===== src/rtl/matrix_walk_controller_if.sv =====
// Handshake/config bundle between the control FSM (master) and the matrix walk sequencer (slave).
// The i_Col_Major member exists only when COL_MAJOR_WALK_EN is defined.
interface matrix_walk_controller_if #(
  parameter int IDX_W  = 8,
  parameter int TYPE_W = 3,
  parameter int CFG_W  = 32,
  parameter int CNT_W  = 16
);
  logic [CFG_W-1:0]  i_Config;
  logic              i_Start;
  logic [TYPE_W-1:0] i_Type;
  logic              i_Abort;
  logic              i_Ready;
`ifdef COL_MAJOR_WALK_EN
  logic              i_Col_Major;
`endif
  logic [IDX_W-1:0]  o_Row_Index;
  logic [IDX_W-1:0]  o_Column_Index;
  logic [TYPE_W-1:0] o_Type;
  logic              o_Valid;
  logic              o_Last;
  logic              o_Busy;
  logic              o_Done;
  logic              o_Error;
  logic [CNT_W-1:0]  o_Beat_Count;

  modport master (
`ifdef COL_MAJOR_WALK_EN
    output i_Col_Major,
`endif
    output i_Config, i_Start, i_Type, i_Abort, i_Ready,
    input  o_Row_Index, o_Column_Index, o_Type, o_Valid, o_Last,
    input  o_Busy, o_Done, o_Error, o_Beat_Count
  );

  modport slave (
`ifdef COL_MAJOR_WALK_EN
    input  i_Col_Major,
`endif
    input  i_Config, i_Start, i_Type, i_Abort, i_Ready,
    output o_Row_Index, o_Column_Index, o_Type, o_Valid, o_Last,
    output o_Busy, o_Done, o_Error, o_Beat_Count
  );
endinterface


===== src/rtl/matrix_walk_controller.sv =====
// Walks every (row, column) of the selected operand matrix, one index beat per valid/ready transfer.
// Optional COL_MAJOR_WALK_EN adds a column-major walk order selected at start.
module matrix_walk_controller #(
  parameter int IDX_W  = 8,
  parameter int TYPE_W = 3,
  parameter int CFG_W  = 32,
  parameter int CNT_W  = 16
) (
  input logic                     i_Clock,
  input logic                     i_Reset_n,
  matrix_walk_controller_if.slave bus
);

  typedef enum logic [1:0] {S_IDLE, S_RUN, S_DONE} state_t;

  localparam logic [TYPE_W-1:0] TYPE_A  = TYPE_W'(0);
  localparam logic [TYPE_W-1:0] TYPE_B  = TYPE_W'(2);
  localparam logic [TYPE_W-1:0] TYPE_C  = TYPE_W'(4);
  localparam logic [IDX_W-1:0]  IDX_ONE = IDX_W'(1);
  localparam logic [CNT_W-1:0]  CNT_ONE = CNT_W'(1);

  state_t            state_q, state_d;
  logic [IDX_W-1:0]  row_q, row_d, col_q, col_d;
  logic [IDX_W-1:0]  rows_q, rows_d, cols_q, cols_d;
  logic [TYPE_W-1:0] type_q, type_d;
  logic              err_q, err_d;
  logic [CNT_W-1:0]  cnt_q, cnt_d;
  logic              walk_col_major;

  logic [IDX_W-1:0]  dim_l, dim_g, dim_m;
  logic [IDX_W-1:0]  sel_rows, sel_cols;
  logic              type_legal;
  logic              row_end, col_end, last, transfer;
  logic              unused_cfg;

  assign dim_l      = bus.i_Config[IDX_W-1:0];
  assign dim_g      = bus.i_Config[2*IDX_W-1:IDX_W];
  assign dim_m      = bus.i_Config[3*IDX_W-1:2*IDX_W];
  assign unused_cfg = ^bus.i_Config[CFG_W-1:3*IDX_W];

`ifdef COL_MAJOR_WALK_EN
  logic col_major_q, col_major_d;
  assign walk_col_major = col_major_q;
`else
  assign walk_col_major = 1'b0;
`endif

  // A is L x G, B is G x M, C is L x M
  always_comb begin
    type_legal = 1'b1;
    sel_rows   = dim_l;
    sel_cols   = dim_g;
    case (bus.i_Type)
      TYPE_A: begin
        sel_rows = dim_l;
        sel_cols = dim_g;
      end
      TYPE_B: begin
        sel_rows = dim_g;
        sel_cols = dim_m;
      end
      TYPE_C: begin
        sel_rows = dim_l;
        sel_cols = dim_m;
      end
      default: type_legal = 1'b0;
    endcase
  end

  assign row_end  = (row_q == rows_q - IDX_ONE);
  assign col_end  = (col_q == cols_q - IDX_ONE);
  assign last     = (state_q == S_RUN) && row_end && col_end;
  assign transfer = (state_q == S_RUN) && bus.i_Ready;

  always_comb begin
    state_d = state_q;
    row_d   = row_q;
    col_d   = col_q;
    rows_d  = rows_q;
    cols_d  = cols_q;
    type_d  = type_q;
    err_d   = err_q;
    cnt_d   = cnt_q;
`ifdef COL_MAJOR_WALK_EN
    col_major_d = col_major_q;
`endif
    case (state_q)
      S_IDLE: begin
        if (bus.i_Start && !bus.i_Abort) begin
          cnt_d = '0;
          if (type_legal) begin
            type_d = bus.i_Type;
            rows_d = sel_rows;
            cols_d = sel_cols;
            err_d  = 1'b0;
            row_d  = '0;
            col_d  = '0;
`ifdef COL_MAJOR_WALK_EN
            col_major_d = bus.i_Col_Major;
`endif
            // An empty matrix completes without emitting any beat
            state_d = (sel_rows != '0 && sel_cols != '0) ? S_RUN : S_DONE;
          end else begin
            err_d   = 1'b1;
            state_d = S_DONE;
          end
        end
      end
      S_RUN: begin
        if (transfer) begin
          cnt_d = cnt_q + CNT_ONE;
          if (last) begin
            state_d = S_DONE;
          end else if (walk_col_major) begin
            if (row_end) begin
              row_d = '0;
              col_d = col_q + IDX_ONE;
            end else begin
              row_d = row_q + IDX_ONE;
            end
          end else begin
            if (col_end) begin
              col_d = '0;
              row_d = row_q + IDX_ONE;
            end else begin
              col_d = col_q + IDX_ONE;
            end
          end
        end
      end
      S_DONE:  state_d = S_IDLE;
      default: state_d = S_IDLE;
    endcase
    // Abort wins over start and transfer, but a beat accepted this cycle is still counted
    if (bus.i_Abort) begin
      state_d = S_IDLE;
    end
  end

  always_ff @(posedge i_Clock or negedge i_Reset_n) begin
    if (!i_Reset_n) begin
      state_q <= S_IDLE;
      row_q   <= '0;
      col_q   <= '0;
      rows_q  <= '0;
      cols_q  <= '0;
      type_q  <= '0;
      err_q   <= 1'b0;
      cnt_q   <= '0;
    end else begin
      state_q <= state_d;
      row_q   <= row_d;
      col_q   <= col_d;
      rows_q  <= rows_d;
      cols_q  <= cols_d;
      type_q  <= type_d;
      err_q   <= err_d;
      cnt_q   <= cnt_d;
    end
  end

`ifdef COL_MAJOR_WALK_EN
  always_ff @(posedge i_Clock or negedge i_Reset_n) begin
    if (!i_Reset_n) begin
      col_major_q <= 1'b0;
    end else begin
      col_major_q <= col_major_d;
    end
  end
`endif

  assign bus.o_Row_Index    = row_q;
  assign bus.o_Column_Index = col_q;
  assign bus.o_Type         = type_q;
  assign bus.o_Valid        = (state_q == S_RUN);
  assign bus.o_Last         = last;
  assign bus.o_Busy         = (state_q != S_IDLE);
  assign bus.o_Done         = (state_q == S_DONE);
  assign bus.o_Error        = err_q;
  assign bus.o_Beat_Count   = cnt_q;

endmodule


===== src/flat_wrapper.sv =====
// flat-port wrapper written by rule: the top's interface ports become plain ports
module matrix_walk_controller_flat 
#(
  parameter int IDX_W  = 8,
  parameter int TYPE_W = 3,
  parameter int CFG_W  = 32,
  parameter int CNT_W  = 16
)
  (i_Clock, i_Reset_n, bus_i_Config, bus_i_Start, bus_i_Type, bus_i_Abort, bus_i_Ready, bus_o_Row_Index, bus_o_Column_Index, bus_o_Type, bus_o_Valid, bus_o_Last, bus_o_Busy, bus_o_Done, bus_o_Error, bus_o_Beat_Count);
  matrix_walk_controller_if #(.IDX_W(IDX_W), .TYPE_W(TYPE_W), .CFG_W(CFG_W), .CNT_W(CNT_W)) bus_i ();
  input logic i_Clock;
  input logic i_Reset_n;
  input wire logic [$bits(bus_i.i_Config)-1:0] bus_i_Config;
  input wire logic [$bits(bus_i.i_Start)-1:0] bus_i_Start;
  input wire logic [$bits(bus_i.i_Type)-1:0] bus_i_Type;
  input wire logic [$bits(bus_i.i_Abort)-1:0] bus_i_Abort;
  input wire logic [$bits(bus_i.i_Ready)-1:0] bus_i_Ready;
  output wire logic [$bits(bus_i.o_Row_Index)-1:0] bus_o_Row_Index;
  output wire logic [$bits(bus_i.o_Column_Index)-1:0] bus_o_Column_Index;
  output wire logic [$bits(bus_i.o_Type)-1:0] bus_o_Type;
  output wire logic [$bits(bus_i.o_Valid)-1:0] bus_o_Valid;
  output wire logic [$bits(bus_i.o_Last)-1:0] bus_o_Last;
  output wire logic [$bits(bus_i.o_Busy)-1:0] bus_o_Busy;
  output wire logic [$bits(bus_i.o_Done)-1:0] bus_o_Done;
  output wire logic [$bits(bus_i.o_Error)-1:0] bus_o_Error;
  output wire logic [$bits(bus_i.o_Beat_Count)-1:0] bus_o_Beat_Count;
  assign bus_i.i_Config = bus_i_Config;
  assign bus_i.i_Start = bus_i_Start;
  assign bus_i.i_Type = bus_i_Type;
  assign bus_i.i_Abort = bus_i_Abort;
  assign bus_i.i_Ready = bus_i_Ready;
  assign bus_o_Row_Index = bus_i.o_Row_Index;
  assign bus_o_Column_Index = bus_i.o_Column_Index;
  assign bus_o_Type = bus_i.o_Type;
  assign bus_o_Valid = bus_i.o_Valid;
  assign bus_o_Last = bus_i.o_Last;
  assign bus_o_Busy = bus_i.o_Busy;
  assign bus_o_Done = bus_i.o_Done;
  assign bus_o_Error = bus_i.o_Error;
  assign bus_o_Beat_Count = bus_i.o_Beat_Count;
  matrix_walk_controller #(.IDX_W(IDX_W), .TYPE_W(TYPE_W), .CFG_W(CFG_W), .CNT_W(CNT_W)) u_core (.i_Clock(i_Clock), .i_Reset_n(i_Reset_n), .bus(bus_i));
endmodule

===== config.mk =====
export PLATFORM = sky130hd
export DESIGN_NAME = matrix_walk_controller_flat
export DESIGN_NICKNAME = d
export VERILOG_FILES = /design/src/rtl/matrix_walk_controller_if.sv /design/src/rtl/matrix_walk_controller.sv /design/src/flat_wrapper.sv
export SDC_FILE = /design/constraint.sdc
export NUM_CORES = 1
export LEC_CHECK = 0
export CAP_MARGIN = 40
export CELL_PAD_IN_SITES_DETAIL_PLACEMENT = 0
export CELL_PAD_IN_SITES_GLOBAL_PLACEMENT = 1
export CORE_ASPECT_RATIO = 1.5
export CORE_MARGIN = 4
export CORE_UTILIZATION = 34
export DETAILED_ROUTE_END_ITERATION = 16
export HOLD_SLACK_MARGIN = 0.1
export MAX_ROUTING_LAYER = met4
export PLACE_DENSITY_LB_ADDON = 0.1
export SLEW_MARGIN = 20
export SYNTH_ARGS = -nofsm -noshare
export SYNTH_HDL_FRONTEND = slang
export SYNTH_SLANG_ARGS = --single-unit

===== constraint.sdc =====
create_clock -name i_Clock -period 2.5 [get_ports i_Clock]
set_input_delay 0.375 -clock i_Clock [delete_from_list [all_inputs] [get_ports i_Clock]]
set_output_delay 0.375 -clock i_Clock [all_outputs]
set_load 0.05 [all_outputs]

# Word level (Yosys, flattened, before mapping)
# Cells that the tools add are included.
dict set report op_classes {
  addsub 5
  mux 24
  n_reduce_logical 20
  n_eq_ne 14
}
# cell count
set ops {}
lappend ops {{$mux W8} 10}
lappend ops {{$mux W16} 2}
lappend ops {{$pmux W16 S2} 1}
lappend ops {{$pmux W8 S2} 2}
lappend ops {{$add A16 B1 Y16 const B} 1}
lappend ops {{$add A8 B1 Y8 const B} 2}
lappend ops {{$eq A8 B8 Y1} 2}
lappend ops {{$reduce_bool A8 Y1} 2}
lappend ops {{$sub A8 B1 Y8 const B} 2}
lappend ops {{$mux W2} 6}
lappend ops {{$ne A3 B2 Y1 const B} 3}
lappend ops {{$reduce_and A3 Y1} 3}
lappend ops {{$ne A2 B1 Y1 const B} 4}
lappend ops {{$reduce_and A6 Y1} 1}
lappend ops {{$logic_and A1 B1 Y1} 5}
lappend ops {{$reduce_and A5 Y1} 1}
lappend ops {{$pmux W2 S2} 1}
lappend ops {{$reduce_bool A2 Y1} 2}
lappend ops {{$eq A3 B2 Y1 const B} 1}
lappend ops {{$eq A3 B3 Y1 const B} 1}
lappend ops {{$logic_not A3 Y1} 1}
lappend ops {{$reduce_or A3 Y1} 1}
lappend ops {{$eq A2 B1 Y1 const B} 1}
lappend ops {{$eq A2 B2 Y1 const B} 1}
lappend ops {{6 further kinds} 7}
dict set report totals {
  regBits 54
  output_inout_bits 40
  wordCells 71
  in_bits 40
}

# Depth between registers and ports, before layout
# Gate-level depths: netlist of the first run.
dict set report logic_depth {
  word_depth 10
  mapped_depth 11
  depth_no_buf 9
}

# Worst setup path before layout of the first run
# Ideal clock, no wire load.
dict set report synth_path {
  path_type {flip-flop to output port}
  from {register u_core.row_q[5] (netlist: u_core.bus.o_Row_Index[5])}
  to {output bus_o_Last}
  arrival_time_ns 2.466
  path_slack_ns -0.341
  path_stages_with_launch 6
  t_required_ns 2.125
  path_buffers 0
  path_cell_list {dfrtp_1 or3b_2 or4_1 o311ai_1 o211ai_2 nor2_1}
}
dict set report synth_via {
  elab_chain_cells 3
}
# element line
set synth_rtl {}
lappend synth_rtl {{start: declaration} matrix_walk_controller.sv:23} ;# logic [IDX_W-1:0] row_q, row_d, col_q, col_d;
lappend synth_rtl {{start signal: assignment} matrix_walk_controller.sv:152} ;# row_q <= row_d;
lappend synth_rtl {{$eq A8 B8 Y1} matrix_walk_controller.sv:70} ;# assign row_end = (row_q == rows_q - IDX_ONE);
lappend synth_rtl {{$logic_and A1 B1 Y1 (2 in series)} matrix_walk_controller.sv:72} ;# assign last = (state_q == S_RUN) && row_end && col_end;
lappend synth_rtl {{end: declaration} flat_wrapper.sv:22} ;# output wire logic [$bits(bus_i.o_Last)-1:0] bus_o_Last;
# Every way passes these cells.

# Worst setup path after layout of the first run
dict set report layout_path {
  from {register u_core.rows_q[0]}
  to {output bus_o_Last}
}
dict set report layout_via {
  elab_chain_cells 4
}
# element line
set layout_rtl {}
lappend layout_rtl {{start: declaration} matrix_walk_controller.sv:24} ;# logic [IDX_W-1:0] rows_q, rows_d, cols_q, cols_d;
lappend layout_rtl {{start signal: assignment} matrix_walk_controller.sv:154} ;# rows_q <= rows_d;
lappend layout_rtl {{$sub A8 B1 Y8} matrix_walk_controller.sv:70}
lappend layout_rtl {{$eq A8 B8 Y1} matrix_walk_controller.sv:70}
lappend layout_rtl {{$logic_and A1 B1 Y1 (2 in series)} matrix_walk_controller.sv:72}
# Every way passes these cells.

==> flow_summary.toml, run 1 <==
[die]
coreArea_um2 = 9308
chipWidth_um = 87.93
ios = 80
row_count = 43
die_h_um = 127.9
die-area_um2 = 11240
floorplan.initialDensity_pct = 35.00

[final_layout]
finish.utilization_pct = 51.35
drive_gt1_share_pct = 20.42
synthToLayoutAreaGrowth_pct = 46.70
multi_input_area_um2 = 1903
n_antenna_cell = 0
final.fill_count = 897
fin_nets = 524
final-seq-area_um2 = 1353

[clocking]
cts_buffers = 5
cts_max_path_buffers = 2
cts_sinks = 54
root_buffer = "clkbuf_16"
htree_levels = 2
clkTransAtPathRegs_ns = 0.07
cts_tree = "yes"
clkLatencyLatePin_ns = 0.30

[logic_synthesis]
synth_ff_type = "dfrtp_1"
synth_most_common_cell = "dfrtp_1"
yosys_warnings = 0
syn_inst = 356
synth_area_leaders = "dfrtp_1, mux2i_1, o21ai_0"
synth_area_um2 = 3258
synth_enable_flop_cells = 0
ys_seq_area_share_pct = 41.47
synth-seq-cells = 54
synthArstFlopShare_pct = 100.0
netlist_top_cells_count = "dfrtp_1, nand2_1, o21ai_0"
syn_nets = 401
synth_cell_types = 56
yosys.area.top_type_share_pct = 41.47
synth_top_area_cell = "dfrtp_1"
syn_area_per_cell_um2 = 9.152

[grt]
grt_pass1_wl_mm = 15.39
grt_max_degree = 38
grt_pass1_vias = 3269
grtUsageTotal_pct = 18.00
antenna_found_initial = 0
overflow = 0

[setup_path]
required_ns = 2.12
slowest_delay_ns = 0.42
path_delay_family = "simple AND/OR/NAND/NOR gates"
path_buf_inv = 3
crit_fanout = 4
cp-end-kind = "output port"
critPathKind = "flip-flop to output port"
slowest_stage = "dfrtp_1"
worstPathArrival_ns = 2.54
path_depth = 9
critPathLaunchType = "flip-flop"
path_cells = "inv_1, ha_2, or3b_4, or4_4, a211oi_2, o211ai_2, buf_4, nor2_4, buf_12"
reg2reg_depth = 11

[routing]
via_per_inst = 5.184
drtIter0Drc = 116
vias = 3069
drt_pass1_iterations = 4
drt_wl_total_mm = 9.506
wl_per_cell_um = 16.06
ant_nets = 0
drc = 0

[timing]
fin_skew_ns = 0.007899
hold_viol_final = 0
setup_ws_ns = -0.4173
tns_ns = -3.211
worst_pin_slew_ns = 0.5274
rsz0062_at_grt = "true"
clock.fmax_ghz = 0.3428
drv_slew = 0
final-setup-viol-count = 17
finalCritPeriodShare_pct = 116.7
final.min_clock_period_ns = 2.917
relSlewSlack_pct = 64.82

[job]
maxCapViolations = 0

[power]
powerDensity_nw_per_um2 = 585.1
ir_drop_mv = 0.4039
power.leakage_nw = 2.026

[min_path]
whs_path_depth = 1
min-delay-path-class = "flip-flop to flip-flop"

[status]
violations = "setup timing"
status = "finished, violations left"

[place]
place.gp.congestion = 0.8177
port_buffers = 71
place_hpwl_mm = 7.451
[sequential cells by signal, indices dropped and copies added, names as in the netlist]
| register | count |
|---|---|
| u_core.bus.o_Error | 1 |
| u_core.bus.o_Column_Index | 8 |
| u_core.rows_q | 8 |
| u_core.bus.o_Row_Index | 8 |
| u_core.cols_q | 8 |
| u_core.state_q | 2 |
| u_core.bus.o_Beat_Count | 16 |
| u_core.bus.o_Type | 3 |
[per-layer routing]
metal | wire, µm | GRT usage [%] | up-vias
li1 | - | - | 1519
met1 | 3663 | 18.72 | 1474
met2 | 5297 | 32.95 | 58
met3 | 257 | 2.830 | 18
met4 | 288 | 7.317 | 0
met5 | 0 | - | -
[stage by stage]
stage	hold WS [ns]	instances	area [µm²]	total power, W	setup slack, ns
2_1_floorplan	0.07941	356	3262	0.001599	-0.08253
4_1_cts	0.4960	589	4695	0.002785	-0.4301
3_5_place_dp	0.3725	576	4436	0.002011	-0.2757
3_3_place_gp	0.3706	576	4436	0.001991	-0.2875
6_report	0.4899	592	4780	0.002796	-0.4173
5_1_grt	0.5325	592	4780	0.002970	-0.4720
[final timing paths]
check                                                       from                                        to  slack, ns
worst max-delay path                u_core.rows_q[0]$_DFFE_PN0P_                                bus_o_Last      -0.42
worst min-delay path            u_core.bus.o_Type[0]$_DFFE_PN0P_          u_core.bus.o_Type[0]$_DFFE_PN0P_       0.49
min in group asynchronous                              i_Reset_n   u_core.bus.o_Beat_Count[14]$_DFFE_PN0P_       0.56
worst min register to register  u_core.bus.o_Type[0]$_DFFE_PN0P_          u_core.bus.o_Type[0]$_DFFE_PN0P_       0.49
worst max register to register      u_core.rows_q[0]$_DFFE_PN0P_     u_core.bus.o_Row_Index[0]$_DFFE_PN0P_      -0.26
max in group asynchronous                              i_Reset_n  u_core.bus.o_Column_Index[7]$_DFFE_PN0P_       1.31
[final cells by class]
type	count	share of cell area, %
tap	112	2.932
sequential	54	28.30
timing repair buffer	127	24.61
inverter	15	1.178
clock inverter	2	0.2618
multi-input combinational	276	39.82
clock buffer	6	2.906
[cells by family after synthesis]
family                     share of synthesized area [%]
AOI/OAI and AO/OA                                  15.67
DFF                                                41.47
and+or+nand+nor                                    23.12
muxes                                              5.991
buffers and inverters                              3.494
adders and majority gates                          1.920
xor gates and xnor gates                           8.333
[worst register-to-register path: cells and delay by family, from the launching register on]
kind | cells | cell delay, ns
and+or+nand+nor | 3 | 0.83
AOI/OAI and AO/OA | 3 | 0.55
DFF | 1 | 0.42
buffers and inverters | 3 | 0.38
muxes | 1 | 0.29
adders and majority gates | 1 | 0.17
[power breakdown]
| group | internal [W] | switching [W] | total, W |
|---|---|---|---|
| clock network | 0.000398 | 0.000322 | 0.000720 |
| registers | 0.000962 | 0.000127 | 0.00109 |
| logic | 0.000491 | 0.000497 | 0.000988 |
| total | 0.00185 | 0.000946 | 0.00280 |
[layout by cell type (no fill, tap or decap), drive strengths merged, types with 5 or more instances in the layout]
cell type      instances
nor4                   7
nand4                  6
dfrtp                 54
xor2                  15
inv                   15
clkdlybuf4s50         68
and3                   7
ha                     5
and2                   5
o21ai                 37
mux2i                 18
xnor2                 16
o31ai                  7
a21oi                 10
or4                   11
nand3                 14
nand2b                 5
buf                   58
nor3                   6
nor2                  30
nand2                 38
clkbuf                 6
[timing repair]
action                     in CTS  in global routing
hold endpoints to repair       19                  0
pin swaps                       5                  9
buffers inserted                3                  3
gates cloned                    1                  0
setup endpoints to repair      16                 28
hold buffers                    1                  0
resized for setup              12                 15
Note: power is estimated with default switching activity, not from simulation.
==> run 2, diff against run 1 <==
==> constraint.sdc (replaced) <==
create_clock -name i_Clock -period 2.5 [get_ports i_Clock]
set_input_delay 0.375 -clock i_Clock [delete_from_list [all_inputs] [get_ports i_Clock]]
set_output_delay 0.375 -clock i_Clock [all_outputs]
set_load 0.02 [all_outputs]
==> flow_summary.toml, run 2 (same netlist as run 1, synthesis figures left out) <==
[timing]
drv_slew = 0
finalCritPeriodShare_pct = 110.1
rsz0062_at_grt = "true"
fin_skew_ns = 0.007890
tns_ns = -1.751
final-setup-viol-count = 17
holdWs_ns = 0.1207
worst_pin_slew_ns = 0.6802
hold_viol_final = 0
clock.fmax_ghz = 0.3634
relSlewSlack_pct = 54.65
final.min_clock_period_ns = 2.752
setup_ws_ns = -0.2518

[status]
status = "finished, violations left"
violations = "setup timing"

[routing]
drt_pass1_iterations = 4
drt_wl_total_mm = 9.454
drc = 0
wl_per_cell_um = 15.84
via_per_inst = 5.157
ant_nets = 0
vias = 3079
drtIter0Drc = 73

[setup_path]
reg2reg_depth = 9
cp-end-kind = "output port"
slowest_stage = "or4_1"
worstPathArrival_ns = 2.38
slowest_delay_ns = 0.57
path_cells = "or4_4, or4_1, o311ai_4, o211ai_2, nor2_1, buf_4"
crit_fanout = 4
worstReg2RegEnd = "u_core.bus.o_Row_Index[0]$_DFFE_PN0P_"
required_ns = 2.12
critPathLaunchType = "flip-flop"
path_delay_family = "simple AND/OR/NAND/NOR gates"
r2r_slack_ns = -0.19
path_buf_inv = 1
critPathKind = "flip-flop to output port"
rr_startpoint = "u_core.rows_q[1]$_DFFE_PN0P_"

[place]
dp_worst_setup_slack_ns = -0.4197
place_hpwl_mm = 7.516
place_inst = 583
place_area_um2 = 4489
place.gp.congestion = 0.8574
port_buffers = 71

[final_layout]
largest_register_ff_count = 16
multi_input_area_um2 = 1888
n_antenna_cell = 0
layout_commonest_cell = "clkdlybuf4s50_1"
final_cell_mix = "clkdlybuf4s50_1, buf_4, dfrtp_1"
final.fill_count = 920
synthToLayoutAreaGrowth_pct = 47.70
fin_nets = 529
final-seq-area_um2 = 1351
stdcell_area_um2 = 4812
drive_gt1_share_pct = 19.18
finalNonFillerCells = 597

[clocking]
cts_max_path_buffers = 2
htree_levels = 2
root_buffer = "clkbuf_16"
clkTransAtPathRegs_ns = 0.07
clkLatencyLatePin_ns = 0.29
cts_buffers = 5
cts_sinks = 54
cts_tree = "yes"
cts.hold.buffers_added = 0

[grt]
grt_pass1_wl_mm = 15.56
grt_max_degree = 40
grt_pass1_vias = 3233
grtUsageTotal_pct = 18.04
overflow = 0
antenna_found_initial = 0

[die]
coreArea_um2 = 9308
ios = 80
die-area_um2 = 11240
chipWidth_um = 87.93
floorplan.initialDensity_pct = 35.00
die_h_um = 127.9
row_count = 43

[power]
ir_drop_mv = 0.3075
powerDensity_nw_per_um2 = 586.7
power.leakage_nw = 2.062

[min_path]
min-delay-path-class = "primary input to asynchronous set/reset pin"

[job]
maxCapViolations = 0
==> run 2: changes by cell type in the layout (fill, tap and decap cells not counted), moves of 2 or more <==
| cell | before | now |
|---|---|---|
| clkbuf_1 | 0 | 2 |
| or4_4 | 5 | 3 |
| or4_1 | 6 | 8 |
| buf_4 | 52 | 56 |
==> run 2: area by class of cell <==
cell class / count / area share [%]
clock inverters: 1 / 0.6240
multi-input cells: 276 / 39.24
flip-flops and latches: 54 / 28.08
inverters: 15 / 1.170
repair buffers: 132 / 25.22
clock buffers: 7 / 2.756
well taps: 112 / 2.912
==> run 2: how the worst max path moves through the flow <==
stage	to	start	cells past startpoint
floorplan	u_core.bus.o_Row_Index[0]$_DFFE_PN0P_	u_core.rows_q[0]$_DFFE_PN0P_	10
global placement	bus_o_Last	u_core.rows_q[0]$_DFFE_PN0P_	8
detailed placement	bus_o_Last	u_core.rows_q[0]$_DFFE_PN0P_	8
CTS	bus_o_Last	u_core.rows_q[1]$_DFFE_PN0P_	8
global route	bus_o_Last	u_core.rows_q[1]$_DFFE_PN0P_	8
finish	bus_o_Last	u_core.rows_q[1]$_DFFE_PN0P_	6
==> run 2: where the power goes <==
| group | internal [W] | leakage [nW] | switching [W] |
|---|---|---|---|
| Combinational | 0.000510 | 1.26 | 0.000463 |
| Clock | 0.000474 | 0.0781 | 0.000314 |
| Sequential | 0.000963 | 0.723 | 0.0000988 |
| Total | 0.00195 | 2.06 | 0.000876 |
==> run 2: through the flow <==
stage / power (W) / util, %
after floorplan: 0.001540 / -
after detailed placement: 0.001973 / 48.23
after CTS: 0.002837 / 51.01
after global placement: 0.001964 / 48.23
final: 0.002823 / 51.70
after global routing: 0.003004 / 51.70
==> run 2: repair_timing <==
item                                   CTS  global route
buffers inserted                         5             1
endpoints found under the hold margin    0             0
pin swaps                                2             3
resized for setup                       15            11
setup endpoints to repair               18            26
==> run 2: routing by layer <==
metal	wire length (µm)	GRT usage [%]	share of wire, %
met2	5262	33.13	56
met1	3666	19.28	39
met5	0	-	0
met4	272	6.685	2.9
met3	252	2.315	2.7
